## src/rtl/pipelined_magnitude_comparator_if.sv

```systemverilog
// Handshake and result bus of the pipelined magnitude comparator.
// The slave modport is the comparator; the master modport is the producer/consumer side.
interface pipelined_magnitude_comparator_if #(
  parameter int WIDTH   = 8,
  parameter int COUNT_W = 16
);
  logic               inValid;
  logic               inReady;
  logic [WIDTH-1:0]   a;
  logic [WIDTH-1:0]   b;
  logic               signedMode;
  logic               outValid;
  logic               outReady;
  logic               aGreater;
  logic               bGreater;
  logic               aEqualsb;
  logic               countClear;
  logic [COUNT_W-1:0] gtCount;
  logic [COUNT_W-1:0] ltCount;
  logic [COUNT_W-1:0] eqCount;

  modport slave (
    input  inValid, a, b, signedMode, outReady, countClear,
    output inReady, outValid, aGreater, bGreater, aEqualsb, gtCount, ltCount, eqCount
  );

  modport master (
    output inValid, a, b, signedMode, outReady, countClear,
    input  inReady, outValid, aGreater, bGreater, aEqualsb, gtCount, ltCount, eqCount
  );
endinterface

```

## src/rtl/pipelined_magnitude_comparator.sv

```systemverilog
// Two-stage valid/ready magnitude comparator (unsigned or two's-complement per pair)
// with saturating counts of delivered greater/less/equal results.
module pipelined_magnitude_comparator #(
  parameter int WIDTH   = 8,
  parameter int COUNT_W = 16
) (
  input logic                               clk,
  input logic                               rst,
  pipelined_magnitude_comparator_if.slave   bus
);

  localparam logic [COUNT_W-1:0] C_MAX = {COUNT_W{1'b1}};
  localparam logic [COUNT_W-1:0] C_ONE = {{(COUNT_W-1){1'b0}}, 1'b1};
  localparam logic [COUNT_W-1:0] C_ZERO = {COUNT_W{1'b0}};

  // Returns {gt, lt, eq}; signed mode flips the MSBs so the unsigned scan applies.
  function automatic logic [2:0] f_compare(input logic [WIDTH-1:0] i_a,
                                           input logic [WIDTH-1:0] i_b,
                                           input logic             i_signed);
    logic [WIDTH-1:0] w_x;
    logic [WIDTH-1:0] w_y;
    logic             w_gt;
    logic             w_hi_eq;
    logic             w_eq;
    w_x = i_a;
    w_y = i_b;
    if (i_signed) begin
      w_x[WIDTH-1] = ~i_a[WIDTH-1];
      w_y[WIDTH-1] = ~i_b[WIDTH-1];
    end
    w_gt    = 1'b0;
    w_hi_eq = 1'b1;
    for (int i = WIDTH - 1; i >= 32'sd0; i--) begin
      w_gt    = w_gt | (w_hi_eq & w_x[i] & ~w_y[i]);
      w_hi_eq = w_hi_eq & ~(w_x[i] ^ w_y[i]);
    end
    w_eq = &(~(w_x ^ w_y));
    return {w_gt, ~w_gt & ~w_eq, w_eq};
  endfunction

  logic               r_s1_valid;
  logic [WIDTH-1:0]   r_s1_a;
  logic [WIDTH-1:0]   r_s1_b;
  logic               r_s1_signed;
  logic               r_s2_valid;
  logic               r_gt;
  logic               r_lt;
  logic               r_eq;
  logic [COUNT_W-1:0] r_gt_cnt;
  logic [COUNT_W-1:0] r_lt_cnt;
  logic [COUNT_W-1:0] r_eq_cnt;

  logic               w_s2_load;
  logic               w_in_ready;
  logic               w_accept;
  logic               w_out_hs;
  logic [2:0]         w_cmp;

  assign w_s2_load  = r_s1_valid && (!r_s2_valid || bus.outReady);
  assign w_in_ready = !r_s1_valid || w_s2_load;
  assign w_accept   = bus.inValid && w_in_ready;
  assign w_out_hs   = r_s2_valid && bus.outReady;
  assign w_cmp      = f_compare(r_s1_a, r_s1_b, r_s1_signed);

  // Stage 1: operand capture.
  always_ff @(posedge clk or posedge rst) begin
    if (rst) begin
      r_s1_valid  <= 1'b0;
      r_s1_a      <= {WIDTH{1'b0}};
      r_s1_b      <= {WIDTH{1'b0}};
      r_s1_signed <= 1'b0;
    end else begin
      r_s1_valid <= w_accept || (r_s1_valid && !w_s2_load);
      if (w_accept) begin
        r_s1_a      <= bus.a;
        r_s1_b      <= bus.b;
        r_s1_signed <= bus.signedMode;
      end
    end
  end

  // Stage 2: result flags, held stable while the consumer stalls.
  always_ff @(posedge clk or posedge rst) begin
    if (rst) begin
      r_s2_valid <= 1'b0;
      r_gt       <= 1'b0;
      r_lt       <= 1'b0;
      r_eq       <= 1'b0;
    end else begin
      r_s2_valid <= w_s2_load || (r_s2_valid && !bus.outReady);
      if (w_s2_load) begin
        {r_gt, r_lt, r_eq} <= w_cmp;
      end
    end
  end

  // Saturating result counters; clear wins over a same-cycle increment.
  always_ff @(posedge clk or posedge rst) begin
    if (rst) begin
      r_gt_cnt <= C_ZERO;
      r_lt_cnt <= C_ZERO;
      r_eq_cnt <= C_ZERO;
    end else if (bus.countClear) begin
      r_gt_cnt <= C_ZERO;
      r_lt_cnt <= C_ZERO;
      r_eq_cnt <= C_ZERO;
    end else if (w_out_hs) begin
      if (r_gt && (r_gt_cnt != C_MAX)) r_gt_cnt <= r_gt_cnt + C_ONE;
      if (r_lt && (r_lt_cnt != C_MAX)) r_lt_cnt <= r_lt_cnt + C_ONE;
      if (r_eq && (r_eq_cnt != C_MAX)) r_eq_cnt <= r_eq_cnt + C_ONE;
    end
  end

  assign bus.inReady  = w_in_ready;
  assign bus.outValid = r_s2_valid;
  assign bus.aGreater = r_gt;
  assign bus.bGreater = r_lt;
  assign bus.aEqualsb = r_eq;
  assign bus.gtCount  = r_gt_cnt;
  assign bus.ltCount  = r_lt_cnt;
  assign bus.eqCount  = r_eq_cnt;

endmodule

```

## src/flat_wrapper.sv

```systemverilog
// flat-port wrapper written by rule: the top's interface ports become plain ports
module pipelined_magnitude_comparator_flat 
#(
  parameter int WIDTH   = 8,
  parameter int COUNT_W = 16
)
  (clk, rst, bus_inValid, bus_a, bus_b, bus_signedMode, bus_outReady, bus_countClear, bus_inReady, bus_outValid, bus_aGreater, bus_bGreater, bus_aEqualsb, bus_gtCount, bus_ltCount, bus_eqCount);
  pipelined_magnitude_comparator_if #(.WIDTH(WIDTH), .COUNT_W(COUNT_W)) bus_i ();
  input logic clk;
  input logic rst;
  input wire logic [$bits(bus_i.inValid)-1:0] bus_inValid;
  input wire logic [$bits(bus_i.a)-1:0] bus_a;
  input wire logic [$bits(bus_i.b)-1:0] bus_b;
  input wire logic [$bits(bus_i.signedMode)-1:0] bus_signedMode;
  input wire logic [$bits(bus_i.outReady)-1:0] bus_outReady;
  input wire logic [$bits(bus_i.countClear)-1:0] bus_countClear;
  output wire logic [$bits(bus_i.inReady)-1:0] bus_inReady;
  output wire logic [$bits(bus_i.outValid)-1:0] bus_outValid;
  output wire logic [$bits(bus_i.aGreater)-1:0] bus_aGreater;
  output wire logic [$bits(bus_i.bGreater)-1:0] bus_bGreater;
  output wire logic [$bits(bus_i.aEqualsb)-1:0] bus_aEqualsb;
  output wire logic [$bits(bus_i.gtCount)-1:0] bus_gtCount;
  output wire logic [$bits(bus_i.ltCount)-1:0] bus_ltCount;
  output wire logic [$bits(bus_i.eqCount)-1:0] bus_eqCount;
  assign bus_i.inValid = bus_inValid;
  assign bus_i.a = bus_a;
  assign bus_i.b = bus_b;
  assign bus_i.signedMode = bus_signedMode;
  assign bus_i.outReady = bus_outReady;
  assign bus_i.countClear = bus_countClear;
  assign bus_inReady = bus_i.inReady;
  assign bus_outValid = bus_i.outValid;
  assign bus_aGreater = bus_i.aGreater;
  assign bus_bGreater = bus_i.bGreater;
  assign bus_aEqualsb = bus_i.aEqualsb;
  assign bus_gtCount = bus_i.gtCount;
  assign bus_ltCount = bus_i.ltCount;
  assign bus_eqCount = bus_i.eqCount;
  pipelined_magnitude_comparator #(.WIDTH(WIDTH), .COUNT_W(COUNT_W)) u_core (.clk(clk), .rst(rst), .bus(bus_i));
endmodule
```

## config.mk

```make
export PLATFORM = sky130hd
export DESIGN_NAME = pipelined_magnitude_comparator_flat
export DESIGN_NICKNAME = d
export VERILOG_FILES = /design/src/rtl/pipelined_magnitude_comparator_if.sv /design/src/rtl/pipelined_magnitude_comparator.sv /design/src/flat_wrapper.sv
export SDC_FILE = /design/constraint.sdc
export NUM_CORES = 1
export LEC_CHECK = 0
export CAP_MARGIN = 25
export CORE_AREA = 5 5 98 100
export DETAILED_ROUTE_END_ITERATION = 8
export DIE_AREA = 0 0 103 105
export MAX_ROUTING_LAYER = met4
export PLACE_DENSITY = 0.75
export SLEW_MARGIN = 25
export SYNTH_ARGS = -nofsm -noshare
export SYNTH_HDL_FRONTEND = slang
export SYNTH_SLANG_ARGS = --single-unit
```

## constraint.sdc

```tcl
create_clock -name clk -period 2.5 [get_ports clk]
set_input_delay 0.75 -clock clk [delete_from_list [all_inputs] [get_ports clk]]
set_output_delay 0.75 -clock clk [all_outputs]
set_load 0.1 [all_outputs]
```

==> results.yml <==
worst_setup_path:
  crit_type: "input port to primary output"
  critPathLaunchType: "input port"
  required_ns: 1.75
  crit_fanout: 5
  end_kind: "primary output"
  arrival_ns: 1.53
clock_tree:
  htreeDepth: 3
  postCtsSetupBuffers: 0
  cts.sinks: 70
  path_clk_slew_ns: 0.07
  clk_path_buf_depth: 2
  root_buffer: "clkbuf_8"
  cts_made_buffers: 9
  cts_tree: "done"
  clk_latency_ns: 0.35
grt:
  grt_pass1_vias: 3319
  grt_overflow: 0
  antenna_found_initial: 0
  grt_max_degree: 72
  grt_usage_pct: 18.7
  grt_pass1_wl_um: 15900
timing:
  relSlewSlack_pct: 58.7
  rsz0062_at_grt: "false"
  finalCritPeriodShare_pct: 91.0
  fin_skew_ns: 0.00896
  final-max-slew-violation-count: 0
  finalSetupViolCount: 0
  worst_pin_slew_ns: 0.613
  max_freq_mhz: 439
  min_period_ns: 2.28
  finalHoldViolations: 0
layout:
  drive_gt1_share_pct: 30.6
  syn2layout_area_growth_pct: 27.9
  final_common_cell: "buf_4"
  final_util_pct: 58.6
  finalInstanceArea_sq_mm: 0.00504
  final_cell_mix: "70 x buf_4, 67 x dfrtp_1, 46 x mux2_2"
  diodes: 0
  layout.nets: 517
yosys:
  ys_ff_latch: 70
  async_flop_share_pct: 100
  synthCells: 400
  synthFlopType: "dfrtp_1"
  post_synth.cell_area_avg_sq_um: 9.85
  synth_area_sq_mm: 0.00394
  synth_top_area_cell: "dfrtp_1"
  yosys_warnings: 0
  ys_seq_area_share_pct: 44.5
  syn_nets: 425
  yosysUniqueCellTypes: 47
  synth_top_area_share_pct: 44.5
  synth_edf_count: 0
  synth_area_leaders: "dfrtp_1 44%, mux2_2 13%, nor2b_1 5.4%, nor2_1 3.5%, a21oi_1 3.3%"
drt:
  wirelength_um: 9330
  vias: 3406
  antenna_left: 0
  wl_per_cell_um: 15.4
  drc: 0
  drt_pass1_iterations: 4
  first_iter_violations: 137
  via_per_inst: 5.63
floorplanning:
  start_util_pct: 45.9
  top_level_ports: 75
  core_area_sq_mm: 0.00859
  dieArea_sq_mm: 0.0108
  num_rows: 34
  die_x_um: 103
  fp.dieH_um: 105
pwr:
  ir_worst_vdd_mv: 0.378
  p_leak_uw: 0.00219
  p_per_area_mw_per_mm2: 545
place:
  port_buffers: 74
  hpwlAfterDp_um: 6950
  gp_congestion: 0.882
  place_area_sq_mm: 0.00484
job:
  maxCapViolCount: 0
worst_hold_path:
  hold_class: "flip-flop to flip-flop"
run_status:
  status: "completed"
-- where the power goes --
part / internal, uW / switching [uW] / total (uW) / leakage (uW)
Combinational: 204 / 344 / 548 / 0.00117
Clock: 515 / 421 / 936 / 0.0000996
Sequential: 1200 / 67.4 / 1260 / 0.000923
Total: 1910 / 832 / 2750 / 0.00219
-- cell usage after synthesis (4+ instances only) --
cell type / number
a21oi_1: 26
nand3_1: 16
nor2_1: 37
nand4_1: 16
nor4_1: 7
o21ai_0: 7
inv_1: 7
nor3_1: 4
dfrtp_1: 70
nor2b_1: 34
mux2_2: 46
mux2i_1: 4
or4_1: 7
or3_1: 4
o41ai_1: 4
nand2b_1: 4
and4_1: 6
buf_2: 4
nand2_1: 29
o31ai_1: 6
xor2_1: 4
a211oi_1: 6
clkbuf_1: 10
-- sequential cells by signal, summed over array words and instances, names as in the netlist --
name / flops
u_core.bus.eqCount: 16
u_core.bus.gtCount: 16
u_core.bus.ltCount: 16
u_core.r_s1_a: 8
u_core.r_s1_b: 8
u_core.bus.aEqualsb: 1
u_core.bus.aGreater: 1
u_core.bus.bGreater: 1
u_core.bus.outValid: 1
u_core.r_s1_signed: 1
u_core.r_s1_valid: 1
-- through the flow --
step / std cells / hold slack (ns) / TNS, ns / setup WS [ns] / total power [uW]
after floorplan: 400 / 0.485 / -3.01 / -0.236 / 1660
after global placement: 589 / 0.506 / -1.90 / -0.190 / 1820
after detailed placement: 589 / 0.511 / -2.56 / -0.222 / 1840
after CTS: 605 / 0.528 / 0 / 0.224 / 2780
after global routing: 605 / 0.546 / 0 / 0.182 / 2870
final: 605 / 0.525 / 0 / 0.225 / 2750
-- routing by layer --
| layer | share of wire (%) | vias to the layer above | global-route usage (%) |
|---|---|---|---|
| met1 | 44 | 1649 | 24.6 |
| met4 | 1.0 | 0 | 6.11 |
| met3 | 6.9 | 8 | 4.73 |
| met2 | 48 | 86 | 28.1 |
| li1 | - | 1663 | - |
| met5 | 0 | - | - |
-- final cells by class --
class / count / area (sq um)
inverters: 7 / 30.0
clock inverters: 3 / 42.5
clock buffers: 13 / 159
well taps: 108 / 135
multi-input cells: 309 / 2110
fillers: 753 / 3550
flip-flops and latches: 70 / 1760
repair buffers: 95 / 810
-- timing repair --
action,in CTS,in global routing
hold buffers,0,0
resized for setup,1,0
endpoints found under the setup margin,1,0
-- path summary, 6_finish.rpt --
check                                   endpoint  slack [ns]                  start  cells after the start
min                             u_core.r_s1_b[1]        0.53       u_core.r_s1_b[1]                      1
min reg2reg                     u_core.r_s1_b[1]        0.53       u_core.r_s1_b[1]                      1
max in group asynchronous       u_core.r_s1_a[5]        1.27                    rst                      3
max reg2reg                u_core.bus.eqCount[5]        0.47  u_core.bus.eqCount[0]                      5
max                                  bus_inReady        0.22           bus_outReady                      3
min in group asynchronous  u_core.bus.eqCount[1]        0.71                    rst                      2
-- critical path: stages --
cell           delay, ns
dlygate4sd2_1       0.30
nand3b_1            0.26
buf_12              0.21
-- logic make-up (layout without fill, tap and decap cells) --
kind of cell,Yosys count,in the layout,synth area share (%)
buf+inv,21,118,2.13
simple gates,186,186,26.4
fa+ha+maj,4,4,1.21
mux,50,50,14.2
compound gates,64,64,10.5
xor+xnor,5,5,1.11
flops,70,70,44.5
Note: power is estimated with default switching activity, not from simulation.
